## config.mk

```make
export PLATFORM = sky130hd
export DESIGN_NAME = acc_sequencer
export DESIGN_NICKNAME = d
export VERILOG_FILES = /design/src/rtl/acc_seq_pkg.sv /design/src/rtl/acc_seq_pc.sv /design/src/rtl/acc_sequencer.sv
export SDC_FILE = /design/constraint.sdc
export NUM_CORES = 1
export LEC_CHECK = 0
export BUFFER_PORTS_ARGS = -buffer_cell sky130_fd_sc_hd__buf_2
export CORE_ASPECT_RATIO = 1.5
export CORE_MARGIN = 1
export CORE_UTILIZATION = 38
export CTS_CLUSTER_SIZE = 14
export DETAILED_ROUTE_END_ITERATION = 8
export GPL_TIMING_DRIVEN = 0
export MAX_ROUTING_LAYER = met4
export SKIP_LAST_GASP = 1
export SLEW_MARGIN = 10
export SYNTH_ARGS = -nofsm -noshare
export SYNTH_HDL_FRONTEND = slang
export SYNTH_SLANG_ARGS = --single-unit
```

## constraint.sdc

```tcl
create_clock -name i_clock -period 3.78 [get_ports i_clock]
set_input_delay 0 -clock i_clock [delete_from_list [all_inputs] [get_ports i_clock]]
set_output_delay 0 -clock i_clock [all_outputs]
set_load 0.1 [all_outputs]
```

## src/rtl/acc_seq_pkg.sv

```systemverilog
// Shared encodings for the accumulator-CPU sequencer: opcodes, mux selects, ALU ops, FSM states.
package acc_seq_pkg;

  localparam logic [4:0] OPC_HLT  = 5'b00000;
  localparam logic [4:0] OPC_STO  = 5'b00001;
  localparam logic [4:0] OPC_LD   = 5'b00010;
  localparam logic [4:0] OPC_LDI  = 5'b00011;
  localparam logic [4:0] OPC_ADD  = 5'b00100;
  localparam logic [4:0] OPC_ADDI = 5'b00101;
  localparam logic [4:0] OPC_SUB  = 5'b00110;
  localparam logic [4:0] OPC_SUBI = 5'b00111;

  localparam logic [1:0] SELA_MEM = 2'b00;
  localparam logic [1:0] SELA_IMM = 2'b01;
  localparam logic [1:0] SELA_ALU = 2'b10;

  localparam logic ALU_ADD = 1'b0;
  localparam logic ALU_SUB = 1'b1;

  typedef enum logic [2:0] {
    ST_IDLE,
    ST_FETCH,
    ST_DECODE,
    ST_EXECUTE,
    ST_HALTED
  } state_t;

  // Opcodes whose operand comes from data memory need the read issued in DECODE.
  function automatic logic reads_data(input logic [4:0] opc);
    return (opc == OPC_LD) || (opc == OPC_ADD) || (opc == OPC_SUB);
  endfunction

endpackage

```

## src/rtl/acc_seq_pc.sv

```systemverilog
// Program counter: clear to zero, increment with natural wrap, otherwise hold.
module acc_seq_pc #(
  parameter int PC_BITS = 11
) (
  input  logic               clk,
  input  logic               rst_n,
  input  logic               clear,
  input  logic               inc,
  output logic [PC_BITS-1:0] pc
);

  always_ff @(posedge clk or negedge rst_n) begin
    if (!rst_n) begin
      pc <= '0;
    end else if (clear) begin
      pc <= '0;
    end else if (inc) begin
      pc <= pc + PC_BITS'(1);
    end
  end

endmodule

```

## src/rtl/acc_sequencer.sv

```systemverilog
// Multi-cycle FETCH/DECODE/EXECUTE controller for the 16-bit accumulator datapath.
// Optional retired-instruction counter (o_retired) enabled by defining ACC_SEQ_RETIRE_CNT_EN.
module acc_sequencer #(
  parameter int PC_BITS  = 11,
  parameter int OPC_BITS = 5,
  parameter int OPR_BITS = 11
) (
  input  logic                i_clock,
  input  logic                i_reset,
  input  logic                i_start,
  input  logic [15:0]         i_instr,
  output logic [PC_BITS-1:0]  o_pc,
  output logic                o_instr_rd,
  output logic [OPR_BITS-1:0] o_data_addr,
  output logic                o_data_rd,
  output logic                o_data_wr,
  output logic [1:0]          o_sel_a,
  output logic                o_sel_b,
  output logic                o_alu_op,
  output logic                o_acc_en,
`ifdef ACC_SEQ_RETIRE_CNT_EN
  output logic [31:0]         o_retired,
`endif
  output logic                o_busy,
  output logic                o_halted
);

  import acc_seq_pkg::*;

  state_t              state;
  state_t              state_next;
  logic [15:0]         ir;
  logic                ir_load;
  logic                pc_clear;
  logic                pc_inc;
  logic [OPC_BITS-1:0] opcode_in;
  logic [OPC_BITS-1:0] opcode_ir;

  assign opcode_in = i_instr[OPR_BITS +: OPC_BITS];
  assign opcode_ir = ir[OPR_BITS +: OPC_BITS];

  acc_seq_pc #(
    .PC_BITS(PC_BITS)
  ) u_pc (
    .clk  (i_clock),
    .rst_n(i_reset),
    .clear(pc_clear),
    .inc  (pc_inc),
    .pc   (o_pc)
  );

  always_ff @(posedge i_clock or negedge i_reset) begin
    if (!i_reset) begin
      state <= ST_IDLE;
      ir    <= '0;
    end else begin
      state <= state_next;
      if (ir_load) begin
        ir <= i_instr;
      end
    end
  end

  always_comb begin
    state_next  = state;
    ir_load     = 1'b0;
    pc_clear    = 1'b0;
    pc_inc      = 1'b0;
    o_instr_rd  = 1'b0;
    o_data_addr = ir[OPR_BITS-1:0];
    o_data_rd   = 1'b0;
    o_data_wr   = 1'b0;
    o_sel_a     = SELA_MEM;
    o_sel_b     = 1'b0;
    o_alu_op    = ALU_ADD;
    o_acc_en    = 1'b0;
    o_busy      = 1'b0;
    o_halted    = 1'b0;

    case (state)
      ST_IDLE: begin
        if (i_start) begin
          pc_clear   = 1'b1;
          state_next = ST_FETCH;
        end
      end
      ST_FETCH: begin
        o_busy     = 1'b1;
        o_instr_rd = 1'b1;
        state_next = ST_DECODE;
      end
      // IR is not loaded yet, so the memory read address comes straight off the bus.
      ST_DECODE: begin
        o_busy      = 1'b1;
        ir_load     = 1'b1;
        o_data_addr = i_instr[OPR_BITS-1:0];
        o_data_rd   = reads_data(opcode_in);
        state_next  = (opcode_in == OPC_HLT) ? ST_HALTED : ST_EXECUTE;
      end
      ST_EXECUTE: begin
        o_busy     = 1'b1;
        pc_inc     = 1'b1;
        state_next = ST_FETCH;
        case (opcode_ir)
          OPC_STO:  o_data_wr = 1'b1;
          OPC_LD:   begin o_sel_a = SELA_MEM; o_acc_en = 1'b1; end
          OPC_LDI:  begin o_sel_a = SELA_IMM; o_acc_en = 1'b1; end
          OPC_ADD:  begin o_sel_a = SELA_ALU; o_acc_en = 1'b1; end
          OPC_ADDI: begin o_sel_a = SELA_ALU; o_sel_b = 1'b1; o_acc_en = 1'b1; end
          OPC_SUB:  begin o_sel_a = SELA_ALU; o_alu_op = ALU_SUB; o_acc_en = 1'b1; end
          OPC_SUBI: begin o_sel_a = SELA_ALU; o_sel_b = 1'b1; o_alu_op = ALU_SUB; o_acc_en = 1'b1; end
          default:  ;
        endcase
      end
      ST_HALTED: begin
        o_halted = 1'b1;
        if (i_start) begin
          pc_clear   = 1'b1;
          state_next = ST_FETCH;
        end
      end
      default: state_next = ST_IDLE;
    endcase
  end

`ifdef ACC_SEQ_RETIRE_CNT_EN
  // pc_clear is asserted exactly when a start is accepted, so it doubles as the counter clear.
  logic [31:0] retired;

  always_ff @(posedge i_clock or negedge i_reset) begin
    if (!i_reset) begin
      retired <= '0;
    end else if (pc_clear) begin
      retired <= '0;
    end else if (state == ST_EXECUTE && retired != 32'hFFFF_FFFF) begin
      retired <= retired + 32'd1;
    end
  end

  assign o_retired = retired;
`endif

endmodule

```

Yosys cells after proc, flatten, opt, wreduce, memory -nomap -nowiden
Index checks and enable logic that the tools add are counted.
{ "classes": {"shifts": 0, "n_eq_ne": 15, "div_mod_pow": 0, "multipliers": 0, "magnitude_cmp": 0, "reduce_logical": 11, "bitwise": 0, "n_addsub": 1, "n_mux": 24} }
{ "op_table": {"columns": ["cell", "n"], "rows": [
  ["11-bit two-way mux", 3],
  ["5-bit by 3-bit == test with 1-bit output (second input constant)", 6],
  ["1-bit two-way mux", 16],
  ["5-bit by 2-bit == test with 1-bit output (second input constant)", 3],
  ["3-bit one-hot mux with 4 select lines", 1],
  ["11-bit by 1-bit adder with 11-bit output (second input constant)", 1],
  ["3-bit by 2-bit == test with 1-bit output (second input constant)", 2],
  ["3-bit two-way mux", 2],
  ["2-bit OR reduction", 3],
  ["6-bit OR reduction", 1],
  ["5-bit by 1-bit == test with 1-bit output (second input constant)", 1],
  ["5-bit logical NOT", 1],
  ["2-bit one-hot mux with 2 select lines", 1],
  ["4-bit OR reduction", 1],
  ["3-bit by 1-bit == test with 1-bit output (second input constant)", 1],
  ["3-bit == test (second input constant)", 1],
  ["3-bit logical NOT", 1],
  ["3-bit OR reduction", 1],
  ["1-bit logical OR", 2],
  ["2-bit two-way mux", 1],
  ["2-bit by 1-bit inequality test with 1-bit output (second input constant)", 1],
  ["2-bit nonzero test", 1]
]} }
{ "totals": {"romBits": 0, "word_cells": 54, "ramBits": 0, "regBits": 30, "latch_bits": 0, "output_inout_bits": 32, "input_bits": 19, "memories": 0} }

Longest topological paths before layout
Gate-level depths: netlist (run 1).
{ "logic_depth": {"depth_word": 4, "mapped_depth": 5, "mapped_depth_nobuf": 4} }

Cells and area by module
Synthesis (run 1) repeated with hierarchy kept, for this count alone.
{ "unflattened": {"hier_cells": 119, "area_unflattened_um2": 1455.1} }
{ "modules_own_cells": {"columns": ["module", "area_each_um2", "seq_area_each_um2", "cells_per_inst", "n_inst"], "rows": [
  ["acc_sequencer", 898.4, 475.5, 65, 1],
  ["acc_seq_pc", 556.8, 275.3, 54, 1]
]} }

Least setup slack after synthesis (run 1)
OpenSTA, ideal clock, no wires.
{ "synth_path": {"path_kind": "flip-flop to output port", "start": "reg state[2]", "end": "out o_data_rd", "required_time_ps": 3780, "t_arrival_ps": 3036, "n_path_buf": 1, "setup_slack_ps": 744, "stages_incl_launch_ff": 5, "cell_sequence": "dfrtp_1 > nand2b_1 > or2_2 > buf_6 > nor3_1"} }
{ "synth_between": {"elab_chain_len": 2} }
{ "synth_rtl": {"columns": ["element", "line", "source"], "rows": [
  ["start, declared", "acc_sequencer.sv:30", "state_t state;"],
  ["start signal, assigned", "acc_sequencer.sv:57", "state <= state_next;"],
  ["3-bit by 2-bit == test with 1-bit output", "acc_sequencer.sv:80", "case (state)"],
  ["1-bit two-way mux", "acc_sequencer.sv:80", null],
  ["end, declared", "acc_sequencer.sv:15", "output logic o_data_rd,"]
]} }
Every way passes these cells.

Worst setup path in the final report (run 1)
{ "layout_path": {"start": "reg state[2]", "end": "out o_data_wr"} }
{ "layout_between": {"elab_chain_len": 2} }
{ "layout_rtl": {"columns": ["element", "line", "source"], "rows": [
  ["3-bit by 2-bit == test with 1-bit output", "acc_sequencer.sv:80", null],
  ["1-bit two-way mux", "acc_sequencer.sv:80", null],
  ["end, declared", "acc_sequencer.sv:16", "output logic o_data_wr,"]
]} }
Every way passes these cells.

==> results.tsv, run 1 <==
metric	value	unit
wl_per_cell	13.90	microns
synth_seq_cells	30	
fin_crit_sh	58.52	%
seq_area_frac_synth	51.64	%
status	finished, final reports clean	
drt_iter0_markers	33	
start_util	39.85	%
netlist_area	0.001454	sq mm
cts_tree	done	
post_drt_via_cell_ratio	5.219	
clk_path_buf_depth	2	
finalSetupTns	0	ns
htree_levels	2	
gp_congestion	0.7069	
worstPathMaxFanout	9	
synth.area.top_cells	dfrtp_1, mux2_2, mux2i_1	
die_y	77.76	microns
synthTopCellsByCount	dfrtp_1, mux2_2, nand2_1, nor2_1	
fin_crit	2.212	ns
io_buffers	50	
num_vias	1263	
synthXorXnorAreaFrac	0	%
avgSynthCellArea	11.54	sq um
synth_flop_cell	dfrtp_1	
hold_viol	0	
holdCritPathClass	input port to flip-flop	
synth_top_family_by_area	simple AND/OR/NAND/NOR gates	
maxSlewHeadroom	54.21	%
maxCapViolCount	0	
design.die.area	0.004083	sq mm
synth_fa_ha_area_share	0.8606	%
criticalPathCategory	flip-flop to output pin	
hpwlAfterDp	2.319	mm
post_cts_resized	0	
ys_types	35	
cts_buffers	5	
crit_arrival	2.21	ns
tightest_slew	0.6869	ns
synth_cells	126	
cts.sinks	30	
end_kind	output pin	
core	0.003649	sq mm
async_flop_share	100.0	%
cp-start-kind	flip-flop	
drive_above_1_share	41.71	%
synth-compound-area-share	8.003	%
clock-skew-final	0.003905	ns
drv_slew	0	
firstDrtPassIters	4	
drt.antenna.violating_nets	0	
synth-edff-count	0	
grt_max_degree	31	
placed_area	0.001758	sq mm
synth_area_leader_cell	dfrtp_1	
num_rows	27	
grt_util_all_layers	19.27	%
wl	3.364	mm
synthSimpleGateAreaFrac	19.10	%
nNetsFinal	218	
setup_violations	0	
synth_nets	146	
clk_pin_slew_worst_paths	0.06	ns
drc	0	
synth_top_area_share	51.64	%
cts_root_buffer	clkbuf_8	
insertion_delay	0.28	ns
cp_data_required_time	3.78	ns
final_cell_area	0.001999	sq mm
area_growth	37.52	%
synth.area.mux_share	15.83	%
io_pins	51	
antenna_found_initial	0	
die_x	52.51	microns
grt_pass1_wl	5.533	mm
ys_warn_count	0	
clock.fmax	452.1	MHz
holdBufCountCts	15	
num_antenna_cells	0	
yosysMostFrequentCell	dfrtp_1	
post-cts-setup-buffers	0	
first_global_vias	1213	
pre_cts_slack	1.879	ns
grt_remaining_overflow	0	
rsz0062_at_grt	false	
setup_slack	1.568	ns
[path summary, 6_finish.rpt]
path                       cells after the start  slack, ns        start         end
max reg2reg                                    4       2.21     state[2]       ir[9]
min in group asynchronous                      2       0.29      i_reset  u_pc.pc[7]
max                                            4       1.57     state[2]   o_data_wr
min reg2reg                                    1       0.49        ir[8]       ir[8]
max in group asynchronous                      2       3.05      i_reset      ir[14]
min                                            2      0.002  i_instr[13]      ir[13]
[critical path, stage by stage (launching register included)]
cell      delay, ns
dfrtp_1        0.42
nand3b_2       0.36
nor3_1         0.44
and4bb_2       0.29
buf_2          0.42
[flip-flops by register name, indices dropped and copies added, names as in the netlist]
name and count:
u_pc.pc 11, state 3, ir 16
[layout make-up]
type                    instances  area (sq um)
fillers                       331          1649
flip-flops and latches         30         750.7
multi-input cells              87         636.9
repair buffers                 65         400.4
clock buffers                   7         86.33
plain buffers                   6         55.05
well taps                      43         53.80
inverters                       3         11.26
clock inverters                 1         5.005
[cells in the final DEF (no fill, tap or decap), types with 2 or more instances in the layout]
cell           netlist  routed
buf_2                2      52
dfrtp_1             30      30
mux2_2              16      16
dlygate4sd3_1        0      15
nor2_1               8       8
nand2_1              8       8
clkbuf_8             0       6
nand2b_1             5       5
nor3_1               5       5
mux2i_1              5       5
buf_6                4       4
a21oi_1              4       4
nor4_1               4       4
inv_1                3       3
and2_1               2       2
and3_1               2       2
or3_1                2       2
nand3_1              2       2
nand4_1              2       2
o311ai_0             2       2
o41ai_1              2       2
o21ai_0              2       2
o22ai_1              2       2
[routing by layer]
| metal | vias up | GRT usage [%] | share of wire (%) |
|---|---|---|---|
| li1 | 599 | - | - |
| met1 | 606 | 20.25 | 39 |
| met2 | 50 | 31.77 | 53 |
| met3 | 8 | 6.275 | 5.5 |
| met4 | 0 | 8.684 | 2.4 |
| met5 | - | - | 0 |
[stage by stage]
step	utilization (%)	instances	hold WS (ns)
detailed placement	48.18	219	0.08425
CTS	54.80	242	0.0008528
global placement	48.18	219	0.07246
floorplan	-	126	-0.2956
global route	54.80	242	0.004474
finish	54.80	242	0.001965
[logic make-up after synthesis]
family	count (synthesis)
AOI/OAI and AO/OA	17
adders and majority gates	1
buffers and inverters	9
DFF	30
muxes	21
and+or+nand+nor	48
Power of run 1 is left out: the tool's default activity adds up to more than one toggle a clock period on the data nets, which glitch-free logic cannot reach.
==> run 2: changes to the inputs <==
- PLACE_DENSITY: not set -> 0.66
- clock period: 3.78 -> 2 ns (I/O delays scaled with it)
==> run 2 against run 1 <==
  * Critical path depth grew 1
  * Register-to-register slack lost 1.8 ns
  * Utilization grew 2.7 points
  * Non-clock buffer count grew 1
  * Via count grew 0.55%
  * Sequential share of layout area shrank 1.6 points
  * Final area grew 4.9%
  * Count of clock-buffer cells in the layout shrank 2
  * Sequential cell count is the same
  * Largest cell class unchanged
  * Highest routed layer unchanged
==> results.tsv, run 2 (synthesis results as in run 1) <==
metric	value	unit
num_rows	27	
drt.antenna.violating_nets	0	
nNetsFinal	219	
grt_pass1_wl	5.740	mm
holdPathStages	2	
area_growth	44.23	%
insertion_delay	0.28	ns
status	finished, final reports clean	
design.die.area	0.004083	sq mm
critPathSlowestCell	dfrtp_1	
criticalPathCategory	flip-flop to output pin	
clock-skew-final	0.005336	ns
antenna_found_initial	0	
htree_levels	2	
num_vias	1270	
holdCritPathClass	input port to flip-flop	
firstDrtPassIters	4	
clk_path_buf_depth	2	
tightest_slew	0.6730	ns
setup_violations	0	
r2r-start	state[2]	
gp_congestion	0.7206	
maxCapViolCount	0	
num_antenna_cells	0	
rr_endpoint	u_pc.pc[10]	
drc	0	
slowest_delay	0.42	ns
crit_arrival	1.93	ns
multi_input_area	661.9	sq um
wl	3.476	mm
crit_end	o_data_addr[0]	
setup_slack	0.06927	ns
post-cts-setup-buffers	0	
die_y	77.76	microns
clock.fmax	517.9	MHz
cts_root_buffer	clkbuf_8	
cp-start-kind	flip-flop	
worstPathMaxFanout	10	
end_kind	output pin	
hold_viol	0	
layout_common_cells	buf_2, dfrtp_1, mux2_2, dlygate4sd3_1, buf_4	
cts.sinks	30	
maxSlewHeadroom	55.14	%
drv_slew	0	
drt_iter0_markers	17	
fillers	314	
final_common_cell	buf_2	
grt_util_all_layers	20.13	%
start_util	39.85	%
drive_above_1_share	44.50	%
die_x	52.51	microns
wl_per_cell	14.30	microns
top_regs	ir x16, u_pc.pc x11, state x3	
first_global_vias	1278	
top_register	ir	
io_buffers	50	
cts_buffers	5	
fin_crit_sh	96.54	%
grt_remaining_overflow	0	
r2r_slack	0.41	ns
largest_register_ffs	16	
cts_tree	done	
clk_pin_slew_worst_paths	0.07	ns
pre_cts_slack	0.07429	ns
fin_crit	1.931	ns
worstSetupStartpoint	state[2]	
crit_chain	nand2b_1 -> nor2_2 -> buf_4 -> mux2_2 -> clkbuf_4	
cp_data_required_time	2.00	ns
core	0.003649	sq mm
grt_max_degree	31	
rsz0062_at_grt	true	
io_pins	51	
post_drt_via_cell_ratio	5.226	
ff_latch_area	753.2	sq um
ff2ff_path_depth	3	
hpwlAfterDp	2.306	mm
run 2: cell count changes in the layout (fill, tap and decap cells not counted), sizes merged:
| cell | delta |
|---|---|
| bufinv | +1 |
| dlygate4sd3 | +1 |
| buf | -5 |
| clkinv | +1 |
| clkbuf | +3 |
run 2: per-stage QoR:
stage / hold WS, ns / std cells / utilization, % / area, sq um / setup TNS (ns)
6_report: 0.01218 / 243 / 57.48 / 2097 / 0
5_1_grt: 0.006483 / 243 / 57.48 / 2097 / -0.02759
4_1_cts: 0.003882 / 243 / 56.41 / 2058 / 0
3_5_place_dp: 0.07371 / 219 / 48.56 / 1772 / 0
3_3_place_gp: 0.06589 / 219 / 48.56 / 1772 / 0
2_1_floorplan: -0.2956 / 126 / - / 1468 / 0
run 2: worst min path at each step:
stage	start	end	slack [ns]
2_1_floorplan	i_reset	ir[0]	-0.30
3_3_place_gp	i_reset	u_pc.pc[6]	0.07
3_5_place_dp	i_reset	u_pc.pc[4]	0.07
4_1_cts	i_instr[13]	ir[13]	0.004
5_1_grt	i_instr[13]	ir[13]	0.006
6_report	i_instr[13]	ir[13]	0.01
run 2: routing by layer:
metal  routed length, microns  up-vias  GRT usage (%)
li1                         -      607              -
met1                     1312      608          20.41
met2                     1909       49          34.05
met3                      173        6          5.686
met4                       80        0          10.00
met5                        0        -              -
run 2: repair_timing:
item                       CTS  global route
hold buffers                16             0
gates resized for setup      6            21
setup endpoints to repair   15            15
pin swaps                    0             0
hold endpoints to repair    45             0
gates cloned                 0             0
run 2: worst max-delay path, delay by kind of cell (launching register included):
family                 cells  cell delay [ns]
flip-flops                 1             0.42
multiplexers               1             0.36
buffers and inverters      2             0.49
AND/OR/NAND/NOR            2             0.36
run 2: final cells by class:
class	instances	share of cell area [%]
plain buffers	6	2.745
clock buffers	5	3.282
clock inverters	3	1.909
inverters	3	0.5370
multi-input cells	87	31.56
flip-flops and latches	30	35.92
well taps	43	2.566
repair buffers	66	21.48
Power of run 2 is left out for the same reason.
